<file path="src/rtl/sys1_upload_pkg.sv">
// Shared types and constants for the System 1 HPS upload responder.
package sys1_upload_pkg;

  typedef enum logic [1:0] {
    IDLE    = 2'd0,
    WAIT_VB = 2'd1,
    REQ     = 2'd2
  } state_e;

  localparam logic [7:0] OOR_BYTE = 8'hFF;
  localparam int         CKSUM_W  = 16;

endpackage

</file>
<file path="src/rtl/sys1_upload_if.sv">
// HPS ioctl read channel plus the RAM second-port req/ack channel.
// The slave side is the upload server; the master side is the HPS and the RAM.
interface sys1_upload_if #(
  parameter int AW = 11
);
  logic          ioctl_upload;
  logic [7:0]    ioctl_index;
  logic          ioctl_rd;
  logic [24:0]   ioctl_addr;
  logic [7:0]    ioctl_din;
  logic          ioctl_wait;
  logic          ram_req;
  logic [AW-1:0] ram_addr;
  logic [7:0]    ram_dout;
  logic          ram_ack;

  modport slave (
    input  ioctl_upload, ioctl_index, ioctl_rd, ioctl_addr, ram_dout, ram_ack,
    output ioctl_din, ioctl_wait, ram_req, ram_addr
  );

  modport master (
    output ioctl_upload, ioctl_index, ioctl_rd, ioctl_addr, ram_dout, ram_ack,
    input  ioctl_din, ioctl_wait, ram_req, ram_addr
  );
endinterface

</file>
<file path="src/rtl/sys1_upload_cksum.sv">
// Running 16-bit sum of uploaded RAM bytes, cleared when an upload session starts.
// Only instantiated when SYS1_UPLOAD_CKSUM_EN is defined.
module sys1_upload_cksum
  import sys1_upload_pkg::*;
(
  input  logic               clk,
  input  logic               rst_n,
  input  logic               upload_i,
  input  logic               add_en_i,
  input  logic [7:0]         byte_i,
  output logic [CKSUM_W-1:0] sum_o
);

  logic               upload_q;
  logic [CKSUM_W-1:0] sum_q, sum_d;

  // A new session wins over a coincident add; wraps naturally at 2^16.
  always_comb begin
    sum_d = sum_q;
    if (upload_i && !upload_q) begin
      sum_d = '0;
    end else if (add_en_i) begin
      sum_d = sum_q + CKSUM_W'(byte_i);
    end
  end

  always_ff @(posedge clk or negedge rst_n) begin
    if (!rst_n) begin
      upload_q <= 1'b0;
      sum_q    <= '0;
    end else begin
      upload_q <= upload_i;
      sum_q    <= sum_d;
    end
  end

  assign sum_o = sum_q;

endmodule

</file>
<file path="src/rtl/sys1_upload_server.sv">
// Serves HPS ioctl byte reads from System 1 work RAM, starting RAM accesses only in vblank.
// Optional checksum bytes at DEPTH/DEPTH+1 when SYS1_UPLOAD_CKSUM_EN is defined.
module sys1_upload_server
  import sys1_upload_pkg::*;
#(
  parameter int         AW    = 11,
  parameter int         DEPTH = 2048,
  parameter logic [7:0] IDX   = 8'd4
) (
  input logic           clk_sys,
  input logic           reset_n,
  input logic           vblank,
  sys1_upload_if.slave  bus
);

  localparam logic [24:0] DEPTH_A = 25'(DEPTH);

  state_e        state_q, state_d;
  logic [7:0]    din_q, din_d;
  logic          wait_q, wait_d;
  logic          req_q, req_d;
  logic [AW-1:0] addr_q, addr_d;

  logic          rd_hit;
  logic          in_range;
  logic [7:0]    oor_byte;

  assign rd_hit   = bus.ioctl_rd && bus.ioctl_upload && (bus.ioctl_index == IDX);
  assign in_range = bus.ioctl_addr < DEPTH_A;

`ifdef SYS1_UPLOAD_CKSUM_EN
  logic [CKSUM_W-1:0] sum;
  logic               ack_take;

  // Only acks that actually complete a read count; an aborted access does not.
  assign ack_take = (state_q == REQ) && bus.ioctl_upload && bus.ram_ack;

  sys1_upload_cksum u_cksum (
    .clk      (clk_sys),
    .rst_n    (reset_n),
    .upload_i (bus.ioctl_upload),
    .add_en_i (ack_take),
    .byte_i   (bus.ram_dout),
    .sum_o    (sum)
  );

  always_comb begin
    oor_byte = OOR_BYTE;
    if (bus.ioctl_addr == DEPTH_A) begin
      oor_byte = sum[7:0];
    end else if (bus.ioctl_addr == DEPTH_A + 25'd1) begin
      oor_byte = sum[15:8];
    end
  end
`else
  assign oor_byte = OOR_BYTE;
`endif

  // NOTE: every output of this block gets a default first, so no path leaves
  // a variable unassigned and no latch is inferred.
  always_comb begin
    state_d = state_q;
    din_d   = din_q;
    wait_d  = wait_q;
    req_d   = req_q;
    addr_d  = addr_q;
    unique case (state_q)
      IDLE: begin
        if (rd_hit) begin
          if (in_range) begin
            addr_d = bus.ioctl_addr[AW-1:0];
            wait_d = 1'b1;
            if (vblank) begin
              state_d = REQ;
              req_d   = 1'b1;
            end else begin
              state_d = WAIT_VB;
            end
          end else begin
            din_d = oor_byte;
          end
        end
      end
      WAIT_VB: begin
        if (!bus.ioctl_upload) begin
          state_d = IDLE;
          wait_d  = 1'b0;
        end else if (vblank) begin
          state_d = REQ;
          req_d   = 1'b1;
        end
      end
      REQ: begin
        // Once requested the access runs to its ack even if vblank ends.
        if (!bus.ioctl_upload) begin
          state_d = IDLE;
          req_d   = 1'b0;
          wait_d  = 1'b0;
        end else if (bus.ram_ack) begin
          state_d = IDLE;
          din_d   = bus.ram_dout;
          req_d   = 1'b0;
          wait_d  = 1'b0;
        end
      end
      default: begin
        state_d = IDLE;
        req_d   = 1'b0;
        wait_d  = 1'b0;
      end
    endcase
  end

  // NOTE: state registers use non-blocking assignments so every flop samples
  // the pre-edge value of the others, independent of statement order.
  always_ff @(posedge clk_sys or negedge reset_n) begin
    if (!reset_n) begin
      state_q <= IDLE;
      din_q   <= 8'h00;
      wait_q  <= 1'b0;
      req_q   <= 1'b0;
      addr_q  <= '0;
    end else begin
      state_q <= state_d;
      din_q   <= din_d;
      wait_q  <= wait_d;
      req_q   <= req_d;
      addr_q  <= addr_d;
    end
  end

  assign bus.ioctl_din  = din_q;
  assign bus.ioctl_wait = wait_q;
  assign bus.ram_req    = req_q;
  assign bus.ram_addr   = addr_q;

endmodule

</file>
<file path="src/flat_wrapper.sv">
// flat-port wrapper written by rule: the top's interface ports become plain ports
module sys1_upload_server_flat import sys1_upload_pkg::*;
#(
  parameter int         AW    = 11,
  parameter int         DEPTH = 2048,
  parameter logic [7:0] IDX   = 8'd4
)
  (clk_sys, reset_n, vblank, bus_ioctl_upload, bus_ioctl_index, bus_ioctl_rd, bus_ioctl_addr, bus_ram_dout, bus_ram_ack, bus_ioctl_din, bus_ioctl_wait, bus_ram_req, bus_ram_addr);
  sys1_upload_if #(.AW(AW)) bus_i ();
  input logic clk_sys;
  input logic reset_n;
  input logic vblank;
  input wire logic [$bits(bus_i.ioctl_upload)-1:0] bus_ioctl_upload;
  input wire logic [$bits(bus_i.ioctl_index)-1:0] bus_ioctl_index;
  input wire logic [$bits(bus_i.ioctl_rd)-1:0] bus_ioctl_rd;
  input wire logic [$bits(bus_i.ioctl_addr)-1:0] bus_ioctl_addr;
  input wire logic [$bits(bus_i.ram_dout)-1:0] bus_ram_dout;
  input wire logic [$bits(bus_i.ram_ack)-1:0] bus_ram_ack;
  output wire logic [$bits(bus_i.ioctl_din)-1:0] bus_ioctl_din;
  output wire logic [$bits(bus_i.ioctl_wait)-1:0] bus_ioctl_wait;
  output wire logic [$bits(bus_i.ram_req)-1:0] bus_ram_req;
  output wire logic [$bits(bus_i.ram_addr)-1:0] bus_ram_addr;
  assign bus_i.ioctl_upload = bus_ioctl_upload;
  assign bus_i.ioctl_index = bus_ioctl_index;
  assign bus_i.ioctl_rd = bus_ioctl_rd;
  assign bus_i.ioctl_addr = bus_ioctl_addr;
  assign bus_i.ram_dout = bus_ram_dout;
  assign bus_i.ram_ack = bus_ram_ack;
  assign bus_ioctl_din = bus_i.ioctl_din;
  assign bus_ioctl_wait = bus_i.ioctl_wait;
  assign bus_ram_req = bus_i.ram_req;
  assign bus_ram_addr = bus_i.ram_addr;
  sys1_upload_server #(.AW(AW), .DEPTH(DEPTH), .IDX(IDX)) u_core (.clk_sys(clk_sys), .reset_n(reset_n), .vblank(vblank), .bus(bus_i));
endmodule
</file>
<file path="config.mk">
export PLATFORM = sky130hd
export DESIGN_NAME = sys1_upload_server_flat
export DESIGN_NICKNAME = d
export VERILOG_FILES = /design/src/rtl/sys1_upload_pkg.sv /design/src/rtl/sys1_upload_if.sv /design/src/rtl/sys1_upload_cksum.sv /design/src/rtl/sys1_upload_server.sv /design/src/flat_wrapper.sv
export SDC_FILE = /design/constraint.sdc
export NUM_CORES = 1
export LEC_CHECK = 0
export ABC_AREA = 1
export CAP_MARGIN = 5
export CORE_AREA = 2 2 73 58
export CTS_CLUSTER_DIAMETER = 100
export DETAILED_ROUTE_END_ITERATION = 16
export DIE_AREA = 0 0 75 60
export GPL_ROUTABILITY_DRIVEN = 0
export HOLD_SLACK_MARGIN = 0.02
export PLACE_DENSITY = 0.77
export REMOVE_ABC_BUFFERS = 1
export SETUP_SLACK_MARGIN = 0.2
export SLEW_MARGIN = 25
export SYNTH_ARGS = -nofsm -noshare
export SYNTH_HDL_FRONTEND = slang
export SYNTH_SLANG_ARGS = --single-unit
</file>
<file path="constraint.sdc">
create_clock -name clk_sys -period 1.19 [get_ports clk_sys]
set_input_delay 0.238 -clock clk_sys [delete_from_list [all_inputs] [get_ports clk_sys]]
set_output_delay 0.238 -clock clk_sys [all_outputs]
set_load 0.02 [all_outputs]
</file>
Word level (Yosys, flattened, before mapping)
Cells that the tools add are included.
- order comparisons: 1
- eq/ne operators: 12
- mux-type cells: 24
- reductions and logical operators: 9
- operator list (cell ; count):
    8-bit two-way mux ; 4
    25-bit by 12-bit < comparator with 1-bit output (second input constant) ; 1
    8-bit one-hot mux with 2 select lines ; 1
    2-bit two-way mux ; 7
    4-bit AND reduction ; 3
    2-bit inequality test (second input constant) ; 5
    1-bit two-way mux ; 9
    8-bit by 3-bit == test with 1-bit output (second input constant) ; 1
    3-bit inequality test (second input constant) ; 2
    1-bit one-hot mux with 3 select lines ; 2
    2-bit one-hot mux with 3 select lines ; 1
    5-bit AND reduction ; 1
    2-bit by 1-bit inequality test with 1-bit output (second input constant) ; 2
    3-bit AND reduction ; 1
    2-bit by 1-bit == test with 1-bit output (second input constant) ; 1
    2-bit == test (second input constant) ; 1
    1-bit logical AND ; 2
    2-bit logical NOT ; 1
    2-bit nonzero test ; 1
- bits in registers: 23
- output and inout bits: 21

Depth between registers and ports, before layout
Gate-level depths: netlist (run 1).
- depth in word-level cells: 4
- depth in mapped cells: 9

Worst setup path before layout (run 1)
OpenSTA, ideal clock, no wires.
- path kind: input to register
- start point: input bus_ioctl_addr[11]
- end point: register u_core.addr_q[10] (netlist: u_core.bus.ram_addr[10])
- setup time: 0.117 ns
- arrival: 1.052 ns
- required time: 1.073 ns
- path slack: 0.021 ns
- stages: 7
- buffers on the path: 1
- path through: or2_0 > nor2_1 > nand2_1 > nand3b_4 > buf_6 > nand2_2 > o21ai_2
- longest elaborated chain between the ends: 2
- ends and longest elaborated chain (what ; RTL line ; text):
    from (decl) ; flat_wrapper.sv:16 ; input wire logic [$bits(bus_i.ioctl_addr)-1:0] bus_ioctl_addr;
    25-bit by 12-bit < comparator with 1-bit output ; sys1_upload_server.sv:29 ; assign in_range = bus.ioctl_addr < DEPTH_A;
    3-bit AND reduction (no source line) ; -- ;
    to (signal assigned) ; sys1_upload_server.sv:128 ; addr_q <= addr_d;
    to (decl) ; sys1_upload_server.sv:22 ; logic [AW-1:0] addr_q, addr_d;
No other way between the ends.
A chain may end at the register's enable or synchronous reset.

Worst setup path in the final report (run 1)
- start point: register u_core.state_q[1]
- end point: register u_core.addr_q[10] (netlist: u_core.bus.ram_addr[10])
- longest elaborated chain between the ends: 2
- ends and longest elaborated chain (what ; RTL line ; text):
    from (decl) ; sys1_upload_server.sv:18 ; state_e state_q, state_d;
    from (signal assigned) ; sys1_upload_server.sv:124 ; state_q <= state_d;
    2-bit logical NOT ; sys1_upload_server.sv:67 ; unique case (state_q)
    3-bit AND reduction (no source line) ; -- ;
No other way between the ends.

==> out/metrics.yaml, run 1 <==
routed_via_density: 4.30
holdCritPathClass: "in2async"
crit_type: "reg2reg"
cts.path.max_buffers: 2
grt_antenna_before_repair: 0
first_pass_iters: 4
cpMaxStageDelayCell: "dfrtp_2"
syn_to_final_growth_pct: 110
drt-wirelength-per-cell_um: 12.1
fp.dieW_um: 75
skew_ns: 0.00392
cts_buffers: 3
cp_slowest_stage_delay_ns: 0.45
rr_worst_depth: 8
drt_iter0_markers: 35
required_ns: 1.36
final-setup-viol-count: 23
whs_ns: 0.328
die_area_sq_mm: 0.00450
peakVddDrop_mv: 0.685
coreArea_sq_mm: 0.00383
pwr-share-clk_pct: 28.8
overflow: 0
finalSetupTns_ns: -1.61
dpl.hpwl_um: 2450
cts_max_level: 1
worst_slack_ns: -0.0988
vias: 1393
netSwitchingPower_mw: 0.426
synth_area_per_cell_sq_um: 8.07
drc_errors: 0
status: "finished with violations"
p_seq_share_pct: 49.0
r2r-start: "u_core.state_q[1]$_DFFE_PN0P_"
critPathArrivalTime_ns: 1.46
period_minus_slack_ns: 1.29
violations: "negative setup slack"
ios: 68
hold_viol_final: 0
cp_max_fo: 6
clk_pin_slew_ns: 0.08
comb_power_share_pct: 22.2
period_share_pct: 108
ctsHoldBuffers: 0
synth_area_sq_mm: 0.00127
fill_cells: 320
cp-end-kind: "flip-flop"
synth_top_area_share_pct: 45.4
drive_gt1_share_pct: 48.3
rsz0062_at_grt: "yes"
cap_violations: 0
clock-sinks: 23
p_int_mw: 1.28
nets: 317
slew_violations: 0
cp-endpoint: "u_core.bus.ram_addr[10]$_DFFE_PN0P_"
power.share.switching_pct: 25.0
grt_max_degree: 24
syn_inst: 157
clock-root-buffer: "clkbuf_8"
diodes: 0
crit_chain: "inv_2 -> nand2_2 -> inv_4 -> nand3b_4 -> buf_6 -> buf_16 -> nand2_4 -> o21ai_2"
cts_tree: "done"
synthTopCellsByArea: "dfrtp_1 (45%), nand2_1 (12%), o21ai_2 (7.6%)"
reg2reg_to: "u_core.bus.ram_addr[10]$_DFFE_PN0P_"
power.leakage_nw: 1.32
initial_core_util_pct: 33.1
ys_types: 19
p_per_area_mw_per_mm2: 638
rows: 20
ys_ff_latch: 23
r2r_slack_ns: -0.1
ant_nets: 0
wirelength_um: 3930
tightest_slew_ns: 0.267
crit_start: "u_core.state_q[1]$_DFFE_PN0P_"
gr-usage-all-layers_pct: 17.5
maxSlewHeadroom_pct: 82.1
synth_top_area_cell: "dfrtp_1"
fp.dieH_um: 60
synth.yosys.seq_area_share_pct: 45.4
grt_pass1_wl_um: 6030
cp-start-kind: "flip-flop"
clk_latency_ns: 0.26
yosys_warnings: 0
grt_pass1_vias: 1415
io_buffer_count: 67
fmax_mhz: 776
## how the worst min path moves through the flow
stage / startpoint / endpoint / slack (ns)
5_1_grt: reset_n / u_core.bus.ram_addr[6]$_DFFE_PN0P_ / 0.33
3_5_place_dp: u_core.bus.ioctl_din[7]$_DFFE_PN0P_ / u_core.bus.ioctl_din[7]$_DFFE_PN0P_ / 0.47
6_report: reset_n / u_core.bus.ioctl_din[5]$_DFFE_PN0P_ / 0.33
3_3_place_gp: u_core.bus.ioctl_din[1]$_DFFE_PN0P_ / u_core.bus.ioctl_din[1]$_DFFE_PN0P_ / 0.45
2_1_floorplan: reset_n / u_core.bus.ioctl_din[0]$_DFFE_PN0P_ / -0.06
4_1_cts: reset_n / u_core.bus.ram_addr[6]$_DFFE_PN0P_ / 0.32
## registers in the layout, indices dropped and copies added, names as in the netlist
register               cells
u_core.bus.ram_req         1
u_core.bus.ram_addr       11
u_core.state_q             2
u_core.bus.ioctl_wait      1
u_core.bus.ioctl_din       8
## worst max-delay path, delay by kind of cell, from the launching register on
kind / cells / cell delay, ns
DFF: 1 / 0.45
buffers and inverters: 4 / 0.45
and+or+nand+nor: 3 / 0.24
AOI/OAI and AO/OA: 1 / 0.04
## what timing repair did
action / CTS / global route
buffers inserted: 15 / 9
resized for setup: 182 / 28
pin swaps: 14 / 14
gates cloned: 2 / 0
setup endpoints to repair: 44 / 44
## per-stage QoR
stage | utilization [%] | worst slack, ns | area, sq um | cells | total power [mW]
after global placement | 55.8 | -0.504 | 2140 | 294 | 1.20
after CTS | 64.7 | -0.0814 | 2480 | 315 | 1.71
final | 69.7 | -0.0988 | 2670 | 324 | 1.70
after detailed placement | 55.8 | -0.482 | 2140 | 294 | 1.20
after floorplan | - | -0.112 | 1240 | 155 | 0.940
after global routing | 69.7 | -0.170 | 2670 | 324 | 1.78
## power groups by stage
stage                     registers (mW)  clock network, mW  logic, mW
after floorplan                    0.884                  0     0.0556
after global placement             0.844                  0      0.353
after detailed placement           0.845                  0      0.359
after CTS                          0.835              0.511      0.366
after global routing               0.838              0.533      0.414
final                              0.835              0.490      0.378
## cells in the final DEF (no fill, tap or decap), drive strengths merged, types with 3 or more instances in the layout
cell type	n
a21oi	3
buf	64
clkbuf	3
clkdlybuf4s15	3
clkdlybuf4s50	22
dfrtp	23
dlygate4sd2	21
inv	24
nand2	50
nand3	11
nand4	3
nor2	17
o21ai	11
or2	9
## kinds of logic after synthesis
logic type             count (synthesis)  synth area share [%]
buffers and inverters                 26                  8.88
DFF                                   23                  45.4
AOI/OAI and AO/OA                     15                  10.3
and+or+nand+nor                       93                  35.4
## routing by layer
layer	GRT usage (%)	routed length [um]	vias to the layer above
li1	-	-	709
met1	21.8	1670	639
met2	31.5	1990	43
met3	4.89	250	2
met4	1.53	21	0
met5	0	0	-
## Yosys cell counts, drive strengths merged
cell / instances
a21boi: 1
a21oi: 3
buf: 2
dfrtp: 23
inv: 24
nand2: 50
nand3: 11
nand3b: 1
nand4: 3
nor2: 17
nor3: 2
o21ai: 11
or2: 9
## area by class of cell
class                   count  area, sq um  area share [%]
clock buffers               3         41.3            1.55
clock inverters             1         7.51           0.281
inverters                  24         92.6            3.47
multi-input cells         108          771            28.9
flip-flops and latches     23          577            21.6
well taps                  55         68.8            2.58
repair buffers            110         1110            41.6
(Power assumes the default switching activity.)
==> run 2, diff against run 1 <==
- GPL_TIMING_DRIVEN: unset -> 0
==> out/metrics.yaml, run 2 (synthesis gave the netlist of run 1 again) <==
met3_length_um: 266
diodes: 0
io_buffer_count: 67
grt_pass1_wl_um: 6270
r2r-start: "u_core.state_q[0]$_DFFE_PN0P_"
placed_area_sq_mm: 0.00198
power.leakage_nw: 1.26
period_minus_slack_ns: 1.22
grt_antenna_before_repair: 0
first_pass_iters: 4
cp_slowest_stage_delay_ns: 0.40
nets: 306
fill_cells: 330
fp.dieH_um: 60
cts_max_level: 1
violations: "negative setup slack"
hold_depth: 3
cts_tree: "done"
drt-wirelength-per-cell_um: 12.7
cp-end-kind: "flip-flop"
die_area_sq_mm: 0.00450
largest_register_ffs: 11
drive_gt1_share_pct: 47.7
cpMaxStageDelayCell: "dfrtp_1"
reg2reg_to: "u_core.bus.ram_addr[7]$_DFFE_PN0P_"
finalInstanceArea_sq_mm: 0.00252
final_cell_mix: "nand2_2 (23), dfrtp_1 (23), buf_4 (22)"
rsz0062_at_grt: "yes"
p_per_area_mw_per_mm2: 672
syn_to_final_growth_pct: 98.5
clk_pin_slew_ns: 0.08
maxSlewHeadroom_pct: 65.2
drc_errors: 0
cp_max_fo: 6
ios: 68
ant_nets: 0
critPathArrivalTime_ns: 1.39
peakVddDrop_mv: 0.499
r2r_slack_ns: -0.03
top_layer: "met4"
period_share_pct: 103
crit_family: "flip-flops"
grt_pass1_vias: 1374
finalSetupTns_ns: -0.417
overflow: 0
tightest_slew_ns: 0.521
cp-start-kind: "flip-flop"
final-setup-viol-count: 20
crit_chain: "inv_2 -> nand2_4 -> clkinv_8 -> buf_12 -> nand3b_4 -> nand2_2 -> o21ai_2"
slew_violations: 0
rr_worst_depth: 7
cts.path.max_buffers: 2
coreArea_sq_mm: 0.00383
gr-usage-all-layers_pct: 18.4
required_ns: 1.35
drt_iter0_markers: 39
skew_ns: 0.00492
worst_slack_ns: -0.0338
hold_viol_final: 0
routed_via_density: 4.45
holdCritPathClass: "in2reg"
multi_input_area_sq_um: 810
register_area_sq_um: 576
wirelength_um: 3980
vias: 1394
grt_max_degree: 24
crit_type: "reg2reg"
cap_violations: 0
fp.dieW_um: 75
crit_buf_inv: 3
wl_met2_um: 2050
clk_latency_ns: 0.26
cts_buffers: 3
rows: 20
wl_met1_um: 1650
crit_start: "u_core.state_q[0]$_DFFE_PN0P_"
clock-sinks: 23
whs_endpoint: "u_core.state_q[0]$_DFFE_PN0P_"
hp-start: "bus_ioctl_upload"
status: "finished with violations"
fmax_mhz: 817
clock-root-buffer: "clkbuf_8"
dpl.hpwl_um: 2360
initial_core_util_pct: 33.1
[run 2: area by class of cell]
| type | count | area share [%] |
|---|---|---|
| timing repair buffer | 93 | 36.0 |
| tap | 55 | 2.73 |
| multi-input combinational | 113 | 32.2 |
| timing repair inverter | 1 | 0.348 |
| inverter | 24 | 4.08 |
| sequential | 23 | 22.9 |
| clock buffer | 3 | 1.64 |
| clock inverter | 1 | 0.199 |
[run 2: power by group]
group          switching [mW]  internal, mW  leakage [nW]  total (mW)
logic                   0.151         0.217         0.926       0.368
clock network           0.252         0.234        0.0255       0.485
registers              0.0259         0.812         0.312       0.838
[run 2: repair_timing]
action,CTS,global route
setup endpoints to repair,44,44
hold endpoints to repair,23,0
hold buffers,1,0
gates cloned,4,2
gates resized for setup,198,8
pin swaps,29,3
setup buffers,19,6
[run 2: worst max path at each step]
stage	end	slack [ns]	depth (start not counted)
global route	u_core.bus.ioctl_din[7]$_DFFE_PN0P_	-0.12	7
CTS	u_core.bus.ram_addr[7]$_DFFE_PN0P_	-0.005	7
floorplan	u_core.bus.ram_addr[0]$_DFFE_PN0P_	-0.11	6
global placement	u_core.bus.ram_addr[2]$_DFFE_PN0P_	-0.68	8
detailed placement	u_core.bus.ram_addr[1]$_DFFE_PN0P_	-0.75	8
finish	u_core.bus.ram_addr[7]$_DFFE_PN0P_	-0.03	7
[run 2: metrics by stage]
stage / setup slack [ns] / util, % / total power [mW] / hold slack [ns] / cells
6_report: -0.0338 / 65.7 / 1.69 / 0.469 / 313
3_5_place_dp: -0.747 / 51.7 / 1.19 / 0.250 / 277
4_1_cts: -0.00482 / 63.3 / 1.69 / 0.433 / 305
2_1_floorplan: -0.112 / - / 0.940 / -0.0576 / 155
3_3_place_gp: -0.683 / 51.8 / 1.18 / 0.453 / 277
5_1_grt: -0.117 / 65.7 / 1.78 / 0.474 / 313
[run 2: worst min-delay path: cells and delay by family]
family,cells,cell delay (ns)
buffers and inverters,1,0.24
AOI/OAI and AO/OA,1,0.06
and+or+nand+nor,1,0.16
[run 2: metal layers]
layer	GRT usage (%)	up-vias
met1	22.6	652
met5	0	-
li1	-	697
met3	5.56	4
met2	33.2	41
met4	1.28	0
